[src/rtl/rv32_regfile_wb_if.sv]
`default_nettype none
// ============================================================================
// Module      : rv32_regfile_wb_if
// Description : Bundle of the register-file signals: write-back port, two
//               read ports, issue/flush scoreboard controls and status.
//               master = pipeline side (drives indices/data/controls)
//               slave  = register file (drives read data, busy, pending)
// Ports (signals):
//   reg_write_en, rd, wb_data       write-back port
//   rs1_addr, rs2_addr              read indices
//   rs1_data, rs2_data              read data (combinational)
//   issue_en, issue_rd, flush       scoreboard controls
//   rs1_busy, rs2_busy, pending     scoreboard status
// Revision    : 1.0 - initial release
// ============================================================================
interface rv32_regfile_wb_if #(
  parameter int XLEN = 32
);
  logic            reg_write_en;
  logic [4:0]      rd;
  logic [XLEN-1:0] wb_data;
  logic [4:0]      rs1_addr;
  logic [4:0]      rs2_addr;
  logic [XLEN-1:0] rs1_data;
  logic [XLEN-1:0] rs2_data;
  logic            issue_en;
  logic [4:0]      issue_rd;
  logic            flush;
  logic            rs1_busy;
  logic            rs2_busy;
  logic [31:0]     pending;

  modport master (
    output reg_write_en, rd, wb_data, rs1_addr, rs2_addr,
           issue_en, issue_rd, flush,
    input  rs1_data, rs2_data, rs1_busy, rs2_busy, pending
  );

  modport slave (
    input  reg_write_en, rd, wb_data, rs1_addr, rs2_addr,
           issue_en, issue_rd, flush,
    output rs1_data, rs2_data, rs1_busy, rs2_busy, pending
  );
endinterface
`default_nettype wire

[src/rtl/rv32_regfile_wb.sv]
`default_nettype none
// ============================================================================
// Module      : rv32_regfile_wb
// Description : 32 x XLEN integer register file with two combinational read
//               ports, optional same-cycle write-to-read bypass, and a
//               per-register pending-write scoreboard (set at issue, cleared
//               at write-back, wiped by flush).
// Ports       :
//   clk    - core clock, rising edge
//   rst_n  - asynchronous active-low reset
//   bus    - rv32_regfile_wb_if.slave (write-back, read, scoreboard signals)
// Revision    : 1.0 - initial release
// ============================================================================
module rv32_regfile_wb #(
  parameter int XLEN      = 32,
  parameter int BYPASS_EN = 1
) (
  input  wire logic         clk,
  input  wire logic         rst_n,
  rv32_regfile_wb_if.slave  bus
);

  localparam int c_NREGS = 32;

  // Entry 0 is reset to zero and never written, so it reads back 0 even if
  // the explicit x0 guard below were ever bypassed.
  logic [XLEN-1:0] r_regs [c_NREGS];
  logic [31:0]     r_pending;
  logic [31:0]     w_pending_nxt;

  logic            w_wr_valid;
  logic            w_hit1;
  logic            w_hit2;

  assign w_wr_valid = bus.reg_write_en && (bus.rd != 5'd0);

  // --------------------------------------------------------------------------
  // Register array
  // --------------------------------------------------------------------------
  always_ff @(posedge clk or negedge rst_n) begin
    if (!rst_n) begin
      for (int i = 0; i < c_NREGS; i++) begin
        r_regs[i] <= '0;
      end
    end else if (w_wr_valid) begin
      r_regs[bus.rd] <= bus.wb_data;
    end
  end

  // --------------------------------------------------------------------------
  // Scoreboard next state. The clear from write-back is applied first so a
  // same-cycle issue to the same register (a newer producer) overrides it;
  // flush overrides both.
  // --------------------------------------------------------------------------
  always_comb begin
    w_pending_nxt = r_pending;
    if (bus.flush) begin
      w_pending_nxt = '0;
    end else begin
      if (w_wr_valid) begin
        w_pending_nxt[bus.rd] = 1'b0;
      end
      if (bus.issue_en && (bus.issue_rd != 5'd0)) begin
        w_pending_nxt[bus.issue_rd] = 1'b1;
      end
    end
    w_pending_nxt[0] = 1'b0;
  end

  always_ff @(posedge clk or negedge rst_n) begin
    if (!rst_n) begin
      r_pending <= '0;
    end else begin
      r_pending <= w_pending_nxt;
    end
  end

  assign bus.pending = r_pending;

  // --------------------------------------------------------------------------
  // Read ports. A bypass hit forwards wb_data and also hides the busy bit,
  // since the consumer receives the producer's result this very cycle.
  // Outputs are forced to 0 while reset is held so an in-flight write cannot
  // leak through the bypass path.
  // --------------------------------------------------------------------------
  assign w_hit1 = (BYPASS_EN != 0) && bus.reg_write_en && (bus.rd == bus.rs1_addr);
  assign w_hit2 = (BYPASS_EN != 0) && bus.reg_write_en && (bus.rd == bus.rs2_addr);

  always_comb begin
    bus.rs1_data = '0;
    bus.rs1_busy = 1'b0;
    if (rst_n && (bus.rs1_addr != 5'd0)) begin
      bus.rs1_data = w_hit1 ? bus.wb_data : r_regs[bus.rs1_addr];
      bus.rs1_busy = r_pending[bus.rs1_addr] && !w_hit1;
    end
  end

  always_comb begin
    bus.rs2_data = '0;
    bus.rs2_busy = 1'b0;
    if (rst_n && (bus.rs2_addr != 5'd0)) begin
      bus.rs2_data = w_hit2 ? bus.wb_data : r_regs[bus.rs2_addr];
      bus.rs2_busy = r_pending[bus.rs2_addr] && !w_hit2;
    end
  end

endmodule
`default_nettype wire

[src/flat_wrapper.sv]
// flat-port wrapper written by rule: the top's interface ports become plain ports
module rv32_regfile_wb_flat 
#(
  parameter int XLEN      = 32,
  parameter int BYPASS_EN = 1
)
  (clk, rst_n, bus_reg_write_en, bus_rd, bus_wb_data, bus_rs1_addr, bus_rs2_addr, bus_issue_en, bus_issue_rd, bus_flush, bus_rs1_data, bus_rs2_data, bus_rs1_busy, bus_rs2_busy, bus_pending);
  rv32_regfile_wb_if #(.XLEN(XLEN)) bus_i ();
  input  wire logic clk;
  input  wire logic rst_n;
  input wire logic [$bits(bus_i.reg_write_en)-1:0] bus_reg_write_en;
  input wire logic [$bits(bus_i.rd)-1:0] bus_rd;
  input wire logic [$bits(bus_i.wb_data)-1:0] bus_wb_data;
  input wire logic [$bits(bus_i.rs1_addr)-1:0] bus_rs1_addr;
  input wire logic [$bits(bus_i.rs2_addr)-1:0] bus_rs2_addr;
  input wire logic [$bits(bus_i.issue_en)-1:0] bus_issue_en;
  input wire logic [$bits(bus_i.issue_rd)-1:0] bus_issue_rd;
  input wire logic [$bits(bus_i.flush)-1:0] bus_flush;
  output wire logic [$bits(bus_i.rs1_data)-1:0] bus_rs1_data;
  output wire logic [$bits(bus_i.rs2_data)-1:0] bus_rs2_data;
  output wire logic [$bits(bus_i.rs1_busy)-1:0] bus_rs1_busy;
  output wire logic [$bits(bus_i.rs2_busy)-1:0] bus_rs2_busy;
  output wire logic [$bits(bus_i.pending)-1:0] bus_pending;
  assign bus_i.reg_write_en = bus_reg_write_en;
  assign bus_i.rd = bus_rd;
  assign bus_i.wb_data = bus_wb_data;
  assign bus_i.rs1_addr = bus_rs1_addr;
  assign bus_i.rs2_addr = bus_rs2_addr;
  assign bus_i.issue_en = bus_issue_en;
  assign bus_i.issue_rd = bus_issue_rd;
  assign bus_i.flush = bus_flush;
  assign bus_rs1_data = bus_i.rs1_data;
  assign bus_rs2_data = bus_i.rs2_data;
  assign bus_rs1_busy = bus_i.rs1_busy;
  assign bus_rs2_busy = bus_i.rs2_busy;
  assign bus_pending = bus_i.pending;
  rv32_regfile_wb #(.XLEN(XLEN), .BYPASS_EN(BYPASS_EN)) u_core (.clk(clk), .rst_n(rst_n), .bus(bus_i));
endmodule
[config.mk]
export PLATFORM = sky130hd
export DESIGN_NAME = rv32_regfile_wb_flat
export DESIGN_NICKNAME = d
export VERILOG_FILES = /design/src/rtl/rv32_regfile_wb_if.sv /design/src/rtl/rv32_regfile_wb.sv /design/src/flat_wrapper.sv
export SDC_FILE = /design/constraint.sdc
export NUM_CORES = 2
export LEC_CHECK = 0
export CAP_MARGIN = 30
export CORE_UTILIZATION = 47
export CTS_BUF_LIST = sky130_fd_sc_hd__clkbuf_4 sky130_fd_sc_hd__clkbuf_8
export CTS_CLUSTER_DIAMETER = 150
export DETAILED_ROUTE_END_ITERATION = 12
export GPL_TIMING_DRIVEN = 0
export MAX_ROUTING_LAYER = met4
export SKIP_LAST_GASP = 1
export SLEW_MARGIN = 30
export SYNTH_ARGS = -nofsm -noshare
export SYNTH_HDL_FRONTEND = slang
export SYNTH_SLANG_ARGS = --single-unit
[constraint.sdc]
create_clock -name clk -period 2.55 [get_ports clk]
set_clock_uncertainty 0.05 [all_clocks]
set_input_delay 0.3825 -clock clk [delete_from_list [all_inputs] [get_ports clk]]
set_output_delay 0.3825 -clock clk [all_outputs]
set_load 0.01 [all_outputs]
==> flow_summary.toml <==
[clock_tree]
cts-root-buf = "clkbuf_8"
htree_levels = 4
clockBufferDepth = 3
clock_latency_ps = 920
cts_buffers = 187
clk_pin_slew_worst_paths_ps = 50
cts_tree = "built"
cts_num_sinks = 1055

[logic_synthesis]
synth_area_per_cell_um2 = 14.2
ys_warn_count = 0
syn_nets = 4129
async_flop_share_pct = 100
synthCells = 4072
synth_area_um2 = 57700
synth-main-ff-cell = "dfrtp_1"
yosysSeqAreaShare_pct = 45.8
ys_ff_latch = 1055
synth-edff-count = 0
synth_cell_types = 63

[final_layout]
fillCellCount = 10200
area.growth.synth_to_final_pct = 19.0
seq_area_um2 = 26400
multi_input_area_um2 = 30800
nNetsFinal = 4554
layout-drive-gt1-share_pct = 52.8

[die]
start_util_pct = 47.4
die_w_um = 352
row_count = 128
die-height_um = 352
io_pins = 155
core-area_um2 = 122000
die-area_um2 = 124000

[setup_path]
cp.buffers_inverters = 6
path_common_cell = "buf_12"
cp_max_fo = 10
crit_family = "buffers and inverters"
crit_type = "in2out"
critPathMaxStageDelay_ps = 400
startpoint = "bus_rs1_addr[1]"
arrival_ps = 2850
worstReg2RegStart = "u_core.bus.pending[29]"
cp_slowest_cell = "a211o_1"
cp.depth = 10
cp.required_ps = 2120
end_kind = "primary output"
startpoint_type = "primary input"
path_cells = "clkdlybuf4s15_2, buf_12, buf_12, buf_12, buf_4, mux4_2, a22oi_1, a21oi_1, a211o_1, buf_2"
reg2reg_depth = 4

[route]
wl_met3_um = 26900
drt_iter0_markers = 4830
dr.pass1.iters = 8
met1_length_um = 92900
routed.top_layer = "met4"
drcViolationCount = 0
dr_wl_met2_um = 102000
dr_total_vias = 42800
drtAntennaViolNets = 0
wl_per_cell_um = 37.7
detail_route.vias_per_cell = 6.83
finalWirelength_um = 236000

[worst_hold_path]
hold_class = "in2reg"
hold_path_startpoint = "bus_flush"
hold_path_depth = 2

[global_routing]
grt_usage_pct = 39.1
grt_pass1_vias = 43200
grt_antenna_before_repair = 9
grt_overflow_total = 0
grt_pass1_wl_um = 331000
grt_max_degree = 128

[power_and_ir_drop]
power_density_nw_per_um2 = 735
ir_drop_mv = 0.639
leakagePower_nw = 30.0
power_w = 0.0505

[sta]
fin_crit_sh_pct = 129
rsz0062_at_grt = "yes"
worst_pin_slew_ps = 911
slew_headroom_pct = 39.2
finalHoldViolCount = 0
setup_viol = 90
setup_slack_ps = -732
hold-worst-slack_ps = 82.4
slew_violations = 0
fmax_mhz = 305
fin_crit_ps = 3280

[placed_design]
place.gp.congestion = 0.980
numPortBuffers = 140
dp_hpwl_um = 160000

[run_status]
violations = "negative setup slack"
status = "finished with violations"

[run]
cap_violations = 0
==> state kept, by name, summed over array words and instances, names as in the netlist <==
register / count
u_core.bus.pending: 31
u_core.r_regs: 1024
==> Yosys cell counts, types with 4 or more instances <==
cell,number,area share [%]
mux2_1,22,0.43
a21oi_1,109,0.95
a211o_1,60,0.91
o211ai_1,5,0.065
buf_12,6,0.21
buf_8,4,0.10
a221oi_1,124,1.9
mux4_1,5,0.23
clkbuf_1,231,1.5
clkbuf_4,5,0.065
o221ai_1,30,0.46
o21bai_1,31,0.40
and3_1,4,0.043
mux2i_1,317,5.5
xnor2_1,10,0.15
a22oi_1,107,1.4
nand4_1,7,0.076
nand3_1,10,0.087
nand2_1,42,0.27
nor2_1,48,0.31
o21ai_0,41,0.36
dfrtp_1,1055,46
buf_2,153,1.3
a2111oi_1,5,0.087
mux4_2,367,14
nor2b_1,44,0.48
a211oi_1,31,0.40
nor3_1,5,0.043
buf_1,6,0.039
buf_6,30,0.59
a2111oi_0,27,0.41
nand2b_1,10,0.11
buf_4,41,0.53
a31oi_1,31,0.34
mux2_2,1004,20
==> per-layer routing <==
| layer | vias up | track usage, % |
|---|---|---|
| met3 | 774 | 12.2 |
| met5 | - | - |
| met4 | 0 | 20.8 |
| met2 | 2634 | 54.9 |
| li1 | 16700 | - |
| met1 | 22600 | 50.5 |
==> power breakdown <==
part / internal (W) / switching (W)
sequential: 0.0199 / 0.00229
clock: 0.00920 / 0.00756
combinational: 0.00623 / 0.00538
==> cells in the final DEF, fill, tap and decap left out, types with 31 or more instances in the layout <==
cell and n:
mux4_2 367, nand2_1 40, clkbuf_4 96, a221oi_2 31, a21oi_1 76, buf_6 52, dfrtp_1 1055, clkdlybuf4s50_1 69
mux2i_1 309, buf_4 115, buf_2 183, a22oi_2 36, a21oi_2 33, a221oi_1 82, clkbuf_1 142, a31oi_1 31
a22oi_1 71, o21bai_1 31, nor2_1 41, a211o_1 58, mux2_2 1004, clkbuf_8 260, o21ai_0 39
==> final timing paths <==
| kind | endpoint | slack [ps] |
|---|---|---|
| max | bus_rs1_data[31] | -730 |
| min | u_core.bus.pending[31] | 80 |
| max reg2reg | u_core.bus.pending[29] | 1420 |
| min reg2reg | u_core.r_regs[1021] | 430 |
| max in group asynchronous | u_core.r_regs[985] | 310 |
| min in group asynchronous | u_core.r_regs[977] | 180 |
==> layout make-up <==
cell class | count | area share [%]
clock buffers | 301 | 5.46
clock inverters | 19 | 0.168
diodes | 5 | 0.0182
plain buffers | 474 | 4.64
well taps | 1625 | 2.96
multi-input cells | 2536 | 44.8
repair buffers | 237 | 3.48
inverters | 6 | 0.0401
flip-flops and latches | 1055 | 38.4
==> kinds of logic (layout without fill, tap and decap cells) <==
| logic type | after synthesis | count (layout) | synth area share, % |
|---|---|---|---|
| simple gates | 192 | 193 | 1.73 |
| compound gates | 617 | 617 | 7.88 |
| flops | 1055 | 1055 | 45.8 |
| buf+inv | 482 | 1037 | 4.40 |
| xor+xnor | 10 | 10 | 0.152 |
| other cells | 1 | 6 | 0.00650 |
| mux | 1715 | 1715 | 40.1 |
==> metrics by stage <==
step	worst slack [ps]	instances	instance area, um2	setup TNS, ps	util, %
2_1_floorplan	157	4072	57700	0	-
3_3_place_gp	-50430	5837	61100	-	50.2
3_5_place_dp	-2340	5851	61500	-717210	50.6
4_1_cts	-777	6239	68000	-43020	55.9
5_1_grt	-728	6257	68700	-39970	56.4
6_report	-732	6258	68700	-39300	56.4
==> what timing repair did <==
item | CTS | global route
setup endpoints to repair | 126 | 73
pin swaps | 174 | 120
cloned | 6 | 0
hold endpoints to repair | 465 | 0
hold buffers | 18 | 0
gates resized for setup | 750 | 135
setup buffers | 45 | 14
No activity file was read; power rests on OpenSTA's default activity.
